==> src/rtl/fetch_prefetch_unit.sv <==
`default_nettype none
// ============================================================================
// Module      : fetch_prefetch_unit
// Description : Instruction fetch stage. Issues sequential fetches to
//               instruction memory over a req/ack handshake (any latency,
//               including combinational ack), buffers the returned words
//               in a DEPTH-entry prefetch FIFO and presents them to decode
//               through a valid/ready port. A redirect flushes the FIFO,
//               restarts fetch at the new target and squashes any fetch
//               that is still in flight.
// Ports       : clk, rst             clock / synchronous active-high reset
//               imem_req/addr        fetch request and address to memory
//               imem_ack/rdata       completion strobe and returned word
//               redirect_valid/pc    branch redirect pulse and target
//               out_valid/ready      decode handshake for the FIFO head
//               out_instr/out_pc     head instruction and its fetch address
//               count                FIFO occupancy (0..DEPTH)
// Revision    : 1.0 - initial release
// ============================================================================
module fetch_prefetch_unit #(
    parameter int                  PC_WIDTH    = 8,
    parameter int                  INSTR_WIDTH = 16,
    parameter int                  DEPTH       = 4,
    parameter logic [PC_WIDTH-1:0] RESET_PC    = '0
) (
    input  logic                     clk,
    input  logic                     rst,
    output logic                     imem_req,
    output logic [PC_WIDTH-1:0]      imem_addr,
    input  logic                     imem_ack,
    input  logic [INSTR_WIDTH-1:0]   imem_rdata,
    input  logic                     redirect_valid,
    input  logic [PC_WIDTH-1:0]      redirect_pc,
    output logic                     out_valid,
    input  logic                     out_ready,
    output logic [INSTR_WIDTH-1:0]   out_instr,
    output logic [PC_WIDTH-1:0]      out_pc,
    output logic [$clog2(DEPTH):0]   count
);

    localparam int c_PTR_W = $clog2(DEPTH);
    localparam int c_CNT_W = c_PTR_W + 1;
    localparam logic [c_CNT_W-1:0] c_FULL = c_CNT_W'(DEPTH);

    // Fetch sequencer states
    localparam logic [1:0] c_ST_IDLE    = 2'd0;  // nothing outstanding
    localparam logic [1:0] c_ST_REQ     = 2'd1;  // live fetch at r_fetch_pc
    localparam logic [1:0] c_ST_DISCARD = 2'd2;  // squashed fetch still pending

    logic [1:0]             r_state;
    logic [1:0]             w_state_next;
    logic [PC_WIDTH-1:0]    r_fetch_pc;
    logic [PC_WIDTH-1:0]    w_fetch_pc_next;
    logic [PC_WIDTH-1:0]    r_discard_addr;
    logic [c_CNT_W-1:0]     r_count;
    logic [c_CNT_W-1:0]     w_count_next;
    logic [c_PTR_W-1:0]     r_rd_ptr;
    logic [c_PTR_W-1:0]     r_wr_ptr;
    logic                   w_push;
    logic                   w_pop;

    logic [INSTR_WIDTH-1:0] r_mem_instr [DEPTH];
    logic [PC_WIDTH-1:0]    r_mem_pc    [DEPTH];

    // ------------------------------------------------------------------
    // FIFO handshake qualifiers. A redirect overrides both: the returned
    // word belongs to the abandoned path and the head is being flushed.
    // ------------------------------------------------------------------
    always_comb begin
        w_pop  = (r_count != '0) && out_ready && !redirect_valid;
        w_push = (r_state == c_ST_REQ) && imem_ack && !redirect_valid;

        w_count_next = r_count;
        if (redirect_valid) begin
            w_count_next = '0;
        end else if (w_push && !w_pop) begin
            w_count_next = r_count + 1'b1;
        end else if (!w_push && w_pop) begin
            w_count_next = r_count - 1'b1;
        end
    end

    // ------------------------------------------------------------------
    // Next-state and next fetch address
    // ------------------------------------------------------------------
    always_comb begin
        w_state_next    = r_state;
        w_fetch_pc_next = r_fetch_pc;

        if (redirect_valid) begin
            w_fetch_pc_next = redirect_pc;
        end else if (w_push) begin
            w_fetch_pc_next = r_fetch_pc + 1'b1;
        end

        case (r_state)
            c_ST_IDLE: begin
                // A pop this cycle guarantees a free slot at the next edge.
                if (redirect_valid || (r_count < c_FULL) || w_pop) begin
                    w_state_next = c_ST_REQ;
                end
            end
            c_ST_REQ: begin
                if (redirect_valid) begin
                    // A completing fetch can simply be dropped; one still in
                    // flight must be waited out without keeping its data.
                    w_state_next = imem_ack ? c_ST_REQ : c_ST_DISCARD;
                end else if (imem_ack) begin
                    // Only keep requesting while a slot will still be free,
                    // so a push can never overflow the FIFO.
                    w_state_next = (w_count_next < c_FULL) ? c_ST_REQ : c_ST_IDLE;
                end
            end
            c_ST_DISCARD: begin
                // Once the squashed fetch completes the FIFO is empty, so
                // fetch from the (possibly updated) target immediately.
                if (imem_ack) begin
                    w_state_next = c_ST_REQ;
                end
            end
            default: begin
                w_state_next = c_ST_IDLE;
            end
        endcase
    end

    // ------------------------------------------------------------------
    // Control state
    // ------------------------------------------------------------------
    always_ff @(posedge clk) begin
        if (rst) begin
            r_state        <= c_ST_IDLE;
            r_fetch_pc     <= RESET_PC;
            r_discard_addr <= '0;
            r_count        <= '0;
            r_rd_ptr       <= '0;
            r_wr_ptr       <= '0;
        end else begin
            r_state    <= w_state_next;
            r_fetch_pc <= w_fetch_pc_next;
            r_count    <= w_count_next;

            // The memory still sees the old address until it acknowledges,
            // so remember it while the fetch address moves to the target.
            if (redirect_valid && (r_state == c_ST_REQ) && !imem_ack) begin
                r_discard_addr <= r_fetch_pc;
            end

            if (redirect_valid) begin
                r_rd_ptr <= '0;
                r_wr_ptr <= '0;
            end else begin
                if (w_push) begin
                    r_wr_ptr <= r_wr_ptr + 1'b1;
                end
                if (w_pop) begin
                    r_rd_ptr <= r_rd_ptr + 1'b1;
                end
            end
        end
    end

    // FIFO storage needs no reset: entries are only visible while counted.
    always_ff @(posedge clk) begin
        if (w_push) begin
            r_mem_instr[r_wr_ptr] <= imem_rdata;
            r_mem_pc[r_wr_ptr]    <= r_fetch_pc;
        end
    end

    // ------------------------------------------------------------------
    // Outputs
    // ------------------------------------------------------------------
    assign imem_req  = (r_state == c_ST_REQ) || (r_state == c_ST_DISCARD);
    assign imem_addr = (r_state == c_ST_DISCARD) ? r_discard_addr : r_fetch_pc;
    assign out_valid = (r_count != '0);
    // Head fields read as zero when empty so stale entries never leak out.
    assign out_instr = out_valid ? r_mem_instr[r_rd_ptr] : '0;
    assign out_pc    = out_valid ? r_mem_pc[r_rd_ptr]    : '0;
    assign count     = r_count;

endmodule
`default_nettype wire

==> config.mk <==
export PLATFORM = sky130hd
export DESIGN_NAME = fetch_prefetch_unit
export DESIGN_NICKNAME = d
export VERILOG_FILES = /design/src/rtl/fetch_prefetch_unit.sv
export SDC_FILE = /design/constraint.sdc
export NUM_CORES = 1
export LEC_CHECK = 0
export ABC_AREA = 1
export CAP_MARGIN = 20
export CORE_UTILIZATION = 50
export DETAILED_ROUTE_END_ITERATION = 6
export PLACE_DENSITY = 0.79
export SLEW_MARGIN = 20
export SYNTH_ARGS = -nofsm -noshare
export SYNTH_HDL_FRONTEND = slang
export SYNTH_SLANG_ARGS = --single-unit
==> constraint.sdc <==
create_clock -name clk -period 2.2 [get_ports clk]
set_clock_uncertainty 0.1 [all_clocks]
set_input_delay 0.33 -clock clk [delete_from_list [all_inputs] [get_ports clk]]
set_output_delay 0.33 -clock clk [all_outputs]
set_load 0.1 [all_outputs]
## Word level (Yosys, flattened, before mapping)

Memory sizes are Yosys's and may differ from the RTL's. A register that Yosys moved wholly into a read port is not among the register bits.
Cells that the tools add are included.

- Flip-flop bits (word level): 25
- Memory bits (writable): 96
- Memories: 2
- Output and inout bits: 37
- Input port bits: 29
- Word-level logic and storage cells: 61

- Multiplexer cells: 21
- Add/subtract/negate cells: 5
- Reductions and logical operators: 20
- Magnitude comparators: 2
- Equal/unequal tests: 5

Memory list:

| memory | words | width | rd ports | clocked after Yosys merged registers in | wr ports | RTL line | text |
|---|---|---|---|---|---|---|---|
| r_mem_instr | 4 | 16 | 1 | 1 | 1 | 62 | `logic [INSTR_WIDTH-1:0] r_mem_instr [DEPTH];` |
| r_mem_pc | 4 | 8 | 1 | 1 | 1 | 63 | `logic [PC_WIDTH-1:0] r_mem_pc [DEPTH];` |

Operator list:

| cell | count |
|---|---|
| 8-bit 2-to-1 mux | 4 |
| 2-bit 2-to-1 mux | 9 |
| 16-bit 2-to-1 mux | 1 |
| 3-bit 2-to-1 mux | 3 |
| 8-bit by 1-bit adder with 8-bit output (second input constant) | 1 |
| 1-bit logical AND | 8 |
| 3-bit < comparator (second input constant) | 2 |
| 2-bit one-hot mux with 3 select lines | 1 |
| 2-bit by 1-bit adder with 2-bit output (second input constant) | 2 |
| 1-bit zero test | 4 |
| 2-bit inequality test (second input constant) | 2 |
| 3-bit by 1-bit adder with 3-bit output (second input constant) | 1 |
| 1-bit logical OR | 3 |
| 1-bit 2-to-1 mux | 3 |
| 3-bit inequality test (second input constant) | 1 |
| 3-bit AND reduction | 1 |
| 3-bit nonzero test | 1 |
| 3-bit by 1-bit subtractor with 3-bit output (second input constant) | 1 |
| 2-bit by 1-bit == test with 1-bit output (second input constant) | 1 |
| 2-bit == test (second input constant) | 1 |
| 2-bit zero test | 1 |
| 2-bit nonzero test | 1 |
| 2-bit OR reduction | 1 |

## Logic depth before layout (Yosys ltp)

Gate-level depths: netlist (run 1).

- Depth in word-level cells: 13
- Mapped depth: 15
- Mapped depth without buffers: 15

## Least setup slack after synthesis (run 1)

OpenSTA, ideal clock, no wires.

- Kind: reg-to-output
- Start point: register r_count[0] (netlist: count[0])
- End point: output port out_instr[13]
- Path buffers: 1
- Path slack: -1.449 ns
- Stages on the path, launching flop included: 7
- Data required time: 1.770 ns
- Arrival: 3.219 ns
- Cell sequence: dfxtp_1 inv_1 ha_1 inv_1 nor2_2 clkbuf_1 a21oi_1

- Word-level cells in the longest chain between the ends: 2

RTL lines:

| item | RTL line | text |
|---|---|---|
| start, declared | 55 | `logic [c_CNT_W-1:0] r_count;` |
| start signal, assigned | 141 | `r_count <= w_count_next;` |
| 3-bit nonzero test | 176 | `assign out_valid = (r_count != '0);` |
| 16-bit 2-to-1 mux | 178 | `assign out_instr = out_valid ? r_mem_instr[r_rd_ptr] : '0;` |
| end, declared | 36 | `output logic [INSTR_WIDTH-1:0] out_instr,` |

Every way passes these cells.

==> results by group, run 1 <==
Global routing
  • Global route total overflow: 0
  • Largest net degree at the start of global routing: 29
  • Total track usage: 0.259
  • Vias in the first global route: 4,231
  • Initial antenna violation count: 0
  • First-pass GRT wire length: 21,300 um

Floorplan
  • Die width: ~100 um
  • Starting density of the core: 0.526
  • FP Rows: 36
  • IO Pins: 66
  • Die height: between 100 and 150 um
  • Die Area: between 10,000 and 15,000 um2
  • Core area: between 9000 and 10,000 um2

Clocking
  • Post-CTS Hold Fix Bufs: 0
  • Max Root-Sink Buffers: 2
  • H-tree depth: 4
  • Clk Latency, worst-skew pair: ~0.50 ns
  • CTS buffer count: 17
  • CTS Root Cell: clkbuf_8
  • TritonCTS clock tree: built
  • Clock Pin Slew Worst Setup and Hold Paths: 0.06 ns
  • Clk sinks: 123

STA
  • Worst-Margin Slew: about 0.4 ns
  • Slew Limit Fails: 0
  • Final setup viols: 24
  • Max Clk Rate: 433 MHz
  • Setup WS post-layout: -0.108 ns
  • Fin crit share: 1.05
  • Final Hold Vio Count: 0
  • Worst slew margin: 0.726
  • RSZ-0062 raised after global routing: yes
  • Period minus WS final: 2.31 ns

Power and ir drop
  • VDD IR-drop max: around 0.00053 V
  • P_leak: 2.80 nW
  • Pwr dens: 796 nW/um2

Synthesis
  • Share of the yosys chip area belonging to registers: 0.654
  • Ys Warns: 0
  • Syn_area_per_cell: 10.4 um2
  • Synth cell types: 26
  • Mapped cell area: 5240 um2
  • Cell count after synthesis: 504
  • Post-synthesis register bit count: 123
  • Syn_nets: around 550

Setup path
  • Max incr delay on CP: ~0.39 ns
  • R2R Path End: r_state[0]
  • Crit path to: out_instr[10]
  • Crit path max-delay family: buffers and inverters
  • Worst R2R Setup Slack: 0.11 ns
  • FF-to-FF path depth: 16
  • Cell Chain, Critical Path: buf_6, buf_16, nor2_1, nor2_1, o21ai_1, a21oi_4, buf_12
  • Worst Path Buf+Inv: 3
  • WP depth: 7
  • FF-to-FF Start: count[0]
  • WP data required: about 1.8 ns
  • CP Max Fanout: 8
  • Most frequent CP cell: nor2_1
  • Critical Path AT: 1.88 ns
  • Critical path class: register to primary output
  • Crit path capture type: primary output
  • CP startpoint kind: register
  • Worst path slowest cell: dfxtp_4

Placement
  • Cell area after placement: 6780 um2
  • Port-buffer cells: 65
  • Post-DP HPWL: approximately 7500 um
  • Placed Instances: ~700
  • GPL Wtd Cong: 0.821

Routing
  • DRT iter0 DRCs: 243
  • Pre-Repair DR Iteration Count: 4
  • Final WL: ~14,000 um
  • Via count: between 4,000 and 5,000
  • Routed Antenna Nets: 0
  • Vias per cell: 5.50
  • DRC: 0
  • Wirelength per Cell: 18.6 um

Layout
  • Utilization after layout: 0.783
  • Fill cell count: between 500 and 600
  • Commonest non-fill, non-tap cell in the layout: nor2_1
  • Layout area overhead: 48.8%
  • Most frequent cells in the layout: nor2_1 (109), edfxtp_1 (96), o21ai_1 (55)
  • Final Non-Filler Cells: about 750
  • Seq. cell area: 3440 um2
  • Fraction of layout cells with a size suffix above 1: 0.274
  • Number of diodes: 0
  • Final non-filler cell area: 7790 um2
  • Nets@finish: 646
  • Multi-input gate area: 1900 um2

Hold path
  • Hold path depth: 3
  • Worst Hold Class: input port to register

Run
  • Max Cap Viol: 0

Outcome
  • Status: finished with violations
  • Failing checks: setup timing
## kinds of logic (layout without fill, tap and decap cells)
logic type	Yosys count	in the layout	share of synthesized area
simple gates	178	178	0.137
fa+ha+maj	14	14	0.0335
flops	123	123	0.654
xor+xnor	2	2	0.00335
buf+inv	61	173	0.0490
compound gates	126	126	0.124
## power breakdown
part	internal (mW)	leakage [nW]	total, mW	switching [mW]
combinational	0.234	1.41	0.622	0.388
clock	1.96	0.299	2.99	1.03
sequential	2.55	1.09	2.59	0.0398
total	4.75	2.80	6.20	1.45
## repair_timing
action	CTS	global route
endpoints found under the setup margin	33	28
resized for setup	35	17
pin swaps	6	3
hold endpoints to repair	0	0
buffers inserted	13	2
gates cloned	3	1
## stage by stage
step,hold WS [ns],worst slack (ns),setup TNS [ns],power (mW)
3_5_place_dp,0.405,0.0352,0,3.21
5_1_grt,0.296,-0.142,-2.20,6.35
4_1_cts,0.302,-0.0499,-0.637,6.19
6_report,0.313,-0.108,-1.28,6.20
3_3_place_gp,0.379,0.120,0,3.20
2_1_floorplan,0.329,-0.390,-2.57,2.98
## tightest hold or removal path: cells and delay by family
| kind | cells | cell delay [ns] |
|---|---|---|
| and+or+nand+nor | 1 | 0.06 |
| AOI/OAI and AO/OA | 1 | 0.07 |
| buffers and inverters | 1 | 0.40 |
## flip-flops by register name (all words and copies together), names as in the netlist, named ones only
| name | cells |
|---|---|
| r_fetch_pc | 8 |
| r_mem_instr | 64 |
| count | 3 |
| r_state | 2 |
| r_discard_addr | 8 |
| r_mem_pc | 32 |
| r_wr_ptr | 2 |
| r_rd_ptr | 2 |
## cell usage after synthesis
cell	number	area share
a21oi_1	43	0.041
ha_1	14	0.033
inv_2	7	0.0050
inv_1	31	0.022
o21ai_1	35	0.033
a21oi_2	2	0.0033
nand2_2	2	0.0024
nor3_1	1	0.00095
buf_2	7	0.0067
nor2_2	1	0.0012
buf_4	3	0.0043
a31oi_1	4	0.0048
nor3_2	1	0.0019
xor2_1	2	0.0033
nand2_1	46	0.033
clkbuf_1	12	0.0086
edfxtp_1	96	0.55
nand3_1	7	0.0067
nand4_1	2	0.0024
nand2_4	1	0.0022
a311oi_1	1	0.0017
buf_6	1	0.0022
o21ai_0	41	0.039
dfxtp_1	27	0.10
nor3_4	1	0.0031
nor2_1	116	0.083
## worst min path at each step
stage,start,end,slack [ns]
after floorplan,imem_rdata[0],r_mem_instr[0][0],0.33
after global placement,r_rd_ptr[0],r_rd_ptr[0],0.38
after detailed placement,r_state[0],r_state[0],0.40
after CTS,redirect_pc[4],r_fetch_pc[4],0.30
after global routing,redirect_pc[4],r_fetch_pc[4],0.30
final,redirect_pc[4],r_fetch_pc[4],0.31
## cell type report
| type | instances | area share |
|---|---|---|
| Clock buffer | 19 | 0.0541 |
| Clock inverter | 13 | 0.0278 |
| Inverter | 38 | 0.0198 |
| Multi-Input combinational cell | 320 | 0.243 |
| Sequential cell | 123 | 0.441 |
| Tap cell | 133 | 0.0214 |
| Timing Repair Buffer | 103 | 0.192 |
## metal layers
metal | share of wire | track usage
met1 | 0.40 | 0.284
met5 | 0 | 0
met3 | 0.043 | 0.0620
met2 | 0.53 | 0.473
met4 | 0.025 | 0.114
(Power assumes the default switching activity.)
==> inputs of run 2 (changes only) <==
--- a/config.mk
+++ b/config.mk
@@ -9,6 +9,7 @@
 export CAP_MARGIN = 20
 export CORE_UTILIZATION = 50
 export DETAILED_ROUTE_END_ITERATION = 6
+export GPL_ROUTABILITY_DRIVEN = 0
 export PLACE_DENSITY = 0.79
 export SLEW_MARGIN = 20
 export SYNTH_ARGS = -nofsm -noshare
==> constraint.sdc (replaced) <==
create_clock -name clk -period 2.2 [get_ports clk]
set_clock_uncertainty 0.1 [all_clocks]
set_input_delay 0.44 -clock clk [delete_from_list [all_inputs] [get_ports clk]]
set_output_delay 0.44 -clock clk [all_outputs]
set_load 0.1 [all_outputs]
==> results by group, run 2 (synthesized netlist as in run 1, its figures left out) <==
Layout
  • Nets@finish: 652 (+0.93%)
  • Fraction of layout cells with a size suffix above 1: 0.326 (+0.0520)
  • Commonest non-fill, non-tap cell in the layout: nor2_1
  • Layout area overhead: 53.0%
  • Fill cell count: 522 (-6.3%)
  • Multi-input gate area: 2050 um2 (+8.0%)
  • Top Registers: r_mem_instr: 64 flops, r_mem_pc: 32 flops
  • Most frequent cells in the layout: nor2_1 (106), edfxtp_1 (96), o21ai_1 (48), buf_12 (48), nand2_1 (44)
  • Largest Register: r_mem_instr
  • Final Non-Filler Cells: 755 (+0.80%)
  • Number of flip-flops in the largest register: 64 (unchanged)
  • Seq. cell area: 3440 um2 (about the same)
  • Number of diodes: 0 (unchanged)

Power and ir drop
  • Total power: 6.08 mW (-2.0%)
  • Pwr dens: 758 nW/um2 (-4.7%)
  • VDD IR-drop max: 0.000535 V (+2.0%)
  • P_leak: 2.87 nW (+2.5%)

Setup path
  • WP data required: 1.66 ns (-0.11 ns)
  • Max incr delay on CP: 0.42 ns (+0.03 ns)
  • Worst path slowest cell: dfxtp_4
  • CP Max Fanout: 8 (unchanged)
  • CP startpoint kind: register
  • Critical Path AT: 1.87 ns (about the same)
  • Crit path max-delay family: buffers and inverters
  • Crit path capture type: primary output
  • Worst Path Buf+Inv: 3 (unchanged)
  • Cell Chain, Critical Path: buf_12, clkbuf_16, nor2_1, nor2_1, o21ai_2, a21oi_4, buf_12
  • Critical path class: register to primary output

Routing
  • Pre-Repair DR Iteration Count: 7 (+3)
  • WL met2: 7720 um (+4.2%)
  • Vias per cell: 5.69 (+3.4%)
  • Wirelength per Cell: 19.3 um (+3.4%)
  • Final WL: 14,500 um (+4.2%)
  • DRC: 1 (+1)
  • DRT iter0 DRCs: 274 (+13%)
  • WL met1: 5530 um (-1.2%)
  • Top routing layer in use: met4
  • Routed length on met3: 925 um (+55%)
  • Via count: 4,295 (+4.3%)
  • Routed Antenna Nets: 0 (unchanged)

Hold path
  • Worst Hold Class: register to register

Outcome
  • Failing checks: DRC, setup timing
  • Status: finished with violations

Clocking
  • Clock Pin Slew Worst Setup and Hold Paths: 0.06 ns (about the same)
  • Clk sinks: 123 (unchanged)
  • CTS Root Cell: clkbuf_8
  • Max Root-Sink Buffers: 2 (unchanged)
  • TritonCTS clock tree: built
  • H-tree depth: 4 (unchanged)
  • Clk Latency, worst-skew pair: 0.53 ns (+0.03 ns)
  • CTS buffer count: 17 (unchanged)

STA
  • Setup WS post-layout: -0.214 ns (-0.105 ns)
  • Period minus WS final: 2.41 ns (+0.105 ns)
  • Worst slew margin: 0.778 (+0.0513)
  • Worst-Margin Slew: 0.331 ns (-0.0765 ns)
  • Max Clk Rate: 414 MHz (-4.4%)
  • Slew Limit Fails: 0 (unchanged)
  • RSZ-0062 raised after global routing: yes
  • Final setup viols: 26 (+8.3%)
  • Final Hold Vio Count: 0 (unchanged)
  • Fin crit share: 1.10 (+0.0478)
  • Setup TNS: -3.74 ns (-2.46 ns)

Floorplan
  • Die width: 104 um (unchanged)
  • Starting density of the core: 0.526 (unchanged)
  • IO Pins: 66 (unchanged)
  • FP Rows: 36 (unchanged)
  • Die Area: 10,900 um2 (unchanged)
  • Core area: 9950 um2 (unchanged)
  • Die height: 104 um (unchanged)

Global routing
  • Largest net degree at the start of global routing: 35 (+21%)
  • Vias in the first global route: 4,258 (+0.64%)
  • Global route total overflow: 0 (unchanged)
  • Total track usage: 0.253 (-0.00599)
  • Initial antenna violation count: 0 (unchanged)
  • First-pass GRT wire length: 20,900 um (-1.8%)

Placement
  • Post-DP HPWL: 7540 um (+0.61%)
  • Placed Instances: 705 (+1.0%)
  • Port-buffer cells: 65 (unchanged)

Run
  • Max Cap Viol: 0 (unchanged)
## run 2: changes by cell type in the layout (fill, tap and decap cells not counted), moves of 3 or more
cell / change
o21ai_2: +9
nor2_1: -3
o21ai_0: -10
buf_6: -4
inv_6: +4
o21ai_4: +8
o21ai_1: -7
buf_12: +5
buf_4: +4
## run 2: path summary, 6_finish.rpt
path / cells after the start / endpoint / from / slack [ns]
worst max-delay path: 7 / out_instr[9] / register / -0.21
worst min-delay path: 2 / r_rd_ptr[0] / r_rd_ptr[0] / 0.41
worst max register to register: 17 / r_state[0] / count[1] / -0.01
worst min register to register: 2 / r_rd_ptr[0] / r_rd_ptr[0] / 0.41
## run 2: area by class of cell
| type | instances | share of cell area |
|---|---|---|
| inverters | 38 | 0.0198 |
| repair buffers | 109 | 0.199 |
| clock inverters | 15 | 0.0237 |
| multi-input cells | 320 | 0.256 |
| well taps | 133 | 0.0208 |
| clock buffers | 17 | 0.0517 |
| flip-flops and latches | 123 | 0.429 |
## run 2: what timing repair did
item                                    4_1_cts  5_1_grt
endpoints found under the setup margin       33       34
hold buffers                                  0        0
gates resized for setup                      52       53
buffers inserted                             11        5
pin swaps                                     3       14
cloned                                        1        3
## run 2: through the flow
stage,setup WS [ns],utilization,hold WS (ns),cell area [um2]
2_1_floorplan,-0.500,-,0.367,5600
3_3_place_gp,0.0229,0.690,0.378,6870
3_5_place_dp,-0.0976,0.690,0.399,6870
4_1_cts,-0.193,0.780,0.395,7770
5_1_grt,-0.281,0.805,0.416,8010
6_report,-0.214,0.805,0.414,8010
## run 2: layer usage
layer	up-vias	global-route usage
met5	-	0
met4	0	0.121
met3	35	0.0683
met2	218	0.447
met1	2089	0.282
li1	1953	-
## run 2: power breakdown
group | internal [mW] | switching, mW
combinational | 0.255 | 0.412
clock | 1.75 | 1.07
sequential | 2.55 | 0.0395
total | 4.55 | 1.52
## run 2: tightest hold or removal path: stages, from the launching register on
cell	delay (ns)
dfxtp_1	0.33
nor2_1	0.06
nor2_1	0.09
==> inputs of run 3 (changes only) <==
--- a/config.mk
+++ b/config.mk
@@ -7,6 +7,7 @@
 export LEC_CHECK = 0
 export ABC_AREA = 1
 export CAP_MARGIN = 20
+export CORE_ASPECT_RATIO = 0.75
 export CORE_UTILIZATION = 50
 export DETAILED_ROUTE_END_ITERATION = 6
 export GPL_ROUTABILITY_DRIVEN = 0
==> results by group, run 3 (synthesized netlist as in run 1, its figures left out) <==
Power and ir drop
  • Switching share of power: 0.274 (+0.0232)
  • Sequential group share of total power: 0.431 (+0.005)
  • P_leak: 2.86 nW (-0.23%)
  • P_sw: 1.65 mW (+8.3%)
  • VDD IR-drop max: 0.000599 V (+12%)
  • P_int: 4.37 mW (-3.9%)
  • Comb power frac: 0.114 (+0.004)
  • Pwr dens: 742 nW/um2 (-2.2%)
  • Clock network power share: 0.454 (-0.010)

Floorplan
  • FP Rows: 31 (-14%)
  • Die height: 90.6 um (-13%)
  • Die Area: 10,900 um2 (about the same)
  • Starting density of the core: 0.527 (+0.00133)
  • IO Pins: 66 (unchanged)
  • Core area: 9930 um2 (-0.25%)
  • Die width: 120 um (+15%)

Clocking
  • Clk sinks: 123 (unchanged)
  • CTS buffer count: 17 (unchanged)
  • TritonCTS clock tree: built
  • H-tree depth: 4 (unchanged)
  • Max Root-Sink Buffers: 2 (unchanged)
  • CTS Root Cell: clkbuf_16
  • Post-CTS Hold Fix Bufs: 0 (unchanged)
  • Clock Pin Slew Worst Setup and Hold Paths: 0.07 ns (about the same)
  • Clk Latency, worst-skew pair: 0.43 ns (-0.10 ns)

Outcome
  • Failing checks: setup timing
  • Status: finished with violations

Placement
  • Post-DP HPWL: 7660 um (+1.5%)
  • Placed Instances: 699 (-0.85%)
  • Port-buffer cells: 65 (unchanged)
  • Cell area after placement: 6830 um2 (-0.56%)

STA
  • Period minus WS final: 2.38 ns (-0.0384 ns)
  • Setup WS post-layout: -0.175 ns (+0.0384 ns)
  • Fin crit share: 1.08 (-0.0174)
  • Worst-Margin Slew: 0.398 ns (+0.0662 ns)
  • RSZ-0062 raised after global routing: yes
  • Worst slew margin: 0.734 (-0.0436)
  • Slew Limit Fails: 0 (unchanged)
  • Fin Hold WS: 0.400 ns (-0.0144 ns)
  • Final Hold Vio Count: 0 (unchanged)
  • Max Clk Rate: 421 MHz (+1.6%)
  • Final setup viols: 25 (-3.8%)

Routing
  • DRC: 0 (-1)
  • Pre-Repair DR Iteration Count: 5 (-2)
  • Vias per cell: 6.32 (+11%)
  • Via count: 4,737 (+10%)
  • Wirelength per Cell: 25.1 um (+30%)
  • DRT iter0 DRCs: 566 (+110%)
  • Routed Antenna Nets: 0 (unchanged)
  • Final WL: 18,800 um (+30%)

Layout
  • Largest Register: r_mem_instr
  • Layout area overhead: 55.1%
  • Nets@finish: 648 (-0.61%)
  • Fraction of layout cells with a size suffix above 1: 0.385 (+0.0587)
  • Final non-filler cell area: 8120 um2 (+1.4%)
  • Top Registers: r_mem_instr: 64 flops, r_mem_pc: 32 flops
  • Number of flip-flops in the largest register: 64 (unchanged)
  • Utilization after layout: 0.818 (+0.0130)
  • Number of diodes: 0 (unchanged)
  • Final Non-Filler Cells: 750 (-0.66%)
  • Most frequent cells in the layout: nor2_1 (96), edfxtp_1 (96), buf_12 (48)

Global routing
  • Vias in the first global route: 4,484 (+5.3%)
  • First-pass GRT wire length: 23,800 um (+14%)
  • Initial antenna violation count: 0 (unchanged)
  • Total track usage: 0.296 (+0.0433)
  • Largest net degree at the start of global routing: 49 (+40%)
  • Global route total overflow: 0 (unchanged)

Setup path
  • Max incr delay on CP: 0.39 ns (-0.03 ns)
  • Crit path capture type: primary output
  • CP startpoint kind: register
  • Critical Path AT: 1.84 ns (-0.03 ns)
  • Cell Chain, Critical Path: buf_4, inv_8, o21ai_2, a21oi_4, buf_12
  • Worst Path Buf+Inv: 3 (unchanged)
  • Critical path class: register to primary output
  • Crit path max-delay family: buffers and inverters
  • Worst path slowest cell: dfxtp_4
  • CP Max Fanout: 24 (+16)
  • WP data required: 1.66 ns (about the same)

Run
  • Max Cap Viol: 0 (unchanged)

Hold path
  • Worst Hold Class: register to register
run 3: cell types whose count changed in the layout (fill, tap and decap cells not counted), moves of 4 or more:
cell and delta:
nor2_1 -10, nor2_2 +11, o21ai_2 +30, o21ai_1 -33, buf_4 -4
run 3: worst reg2reg max path, stage by stage (launching register included):
cell and delay [ns]:
dfxtp_4 0.36, inv_4 0.06, ha_4 0.12, inv_2 0.04, nor2_4 0.17, buf_4 0.17
nor3_4 0.04, inv_1 0.09, ha_2 0.23, inv_1 0.09, buf_4 0.15, a21oi_1 0.19
a21oi_1 0.08, o21ai_1 0.20, inv_1 0.07
run 3: routing by layer:
| layer | wire length [um] | vias to the layer above | part of all wire | track usage |
|---|---|---|---|---|
| li1 | - | 1944 | - | - |
| met1 | 6520 | 2265 | 0.35 | 0.349 |
| met2 | 9270 | 423 | 0.49 | 0.507 |
| met3 | 1930 | 105 | 0.10 | 0.0682 |
| met4 | 1110 | 0 | 0.059 | 0.149 |
| met5 | 0 | - | 0 | 0 |
run 3: what timing repair did:
action,in CTS,in global routing
pin swaps,8,13
gates cloned,2,4
setup endpoints to repair,33,34
buffers inserted,11,4
resized for setup,63,78
endpoints found under the hold margin,0,0
run 3: final timing paths:
kind	start	endpoint	cells past startpoint	slack, ns
max	register	out_pc[4]	5	-0.18
min	r_state[0]	r_state[0]	2	0.40
max reg2reg	count[0]	count[1]	14	-0.06
min reg2reg	r_state[0]	r_state[0]	2	0.40
run 3: area by class of cell:
| cell class | count | area [um2] |
|---|---|---|
| Tap cell | 132 | 165 |
| Clock buffer | 17 | 425 |
| Timing Repair Buffer | 104 | 1550 |
| Timing Repair inverter | 1 | 11.3 |
| Clock inverter | 15 | 141 |
| Multi-Input combinational cell | 320 | 2210 |
| Sequential cell | 123 | 3440 |
| Fill cell | 449 | 1810 |
| Inverter | 38 | 180 |
run 3: through the flow:
| stage | setup slack [ns] | TNS, ns | total power [mW] |
|---|---|---|---|
| after detailed placement | -0.0523 | -0.0523 | 3.22 |
| final | -0.175 | -3.33 | 6.02 |
| after global routing | -0.205 | -4.18 | 6.13 |
| after floorplan | -0.500 | -4.01 | 2.98 |
| after CTS | -0.111 | -1.10 | 5.88 |
| after global placement | 0.0250 | 0 | 3.21 |
run 3: power groups by stage:
| stage | registers [mW] | logic (mW) | clock network, mW |
|---|---|---|---|
| global placement | 2.63 | 0.574 | 0 |
| CTS | 2.59 | 0.626 | 2.66 |
| detailed placement | 2.64 | 0.588 | 0 |
| global route | 2.60 | 0.710 | 2.83 |
| finish | 2.60 | 0.688 | 2.74 |
| floorplan | 2.63 | 0.354 | 0 |
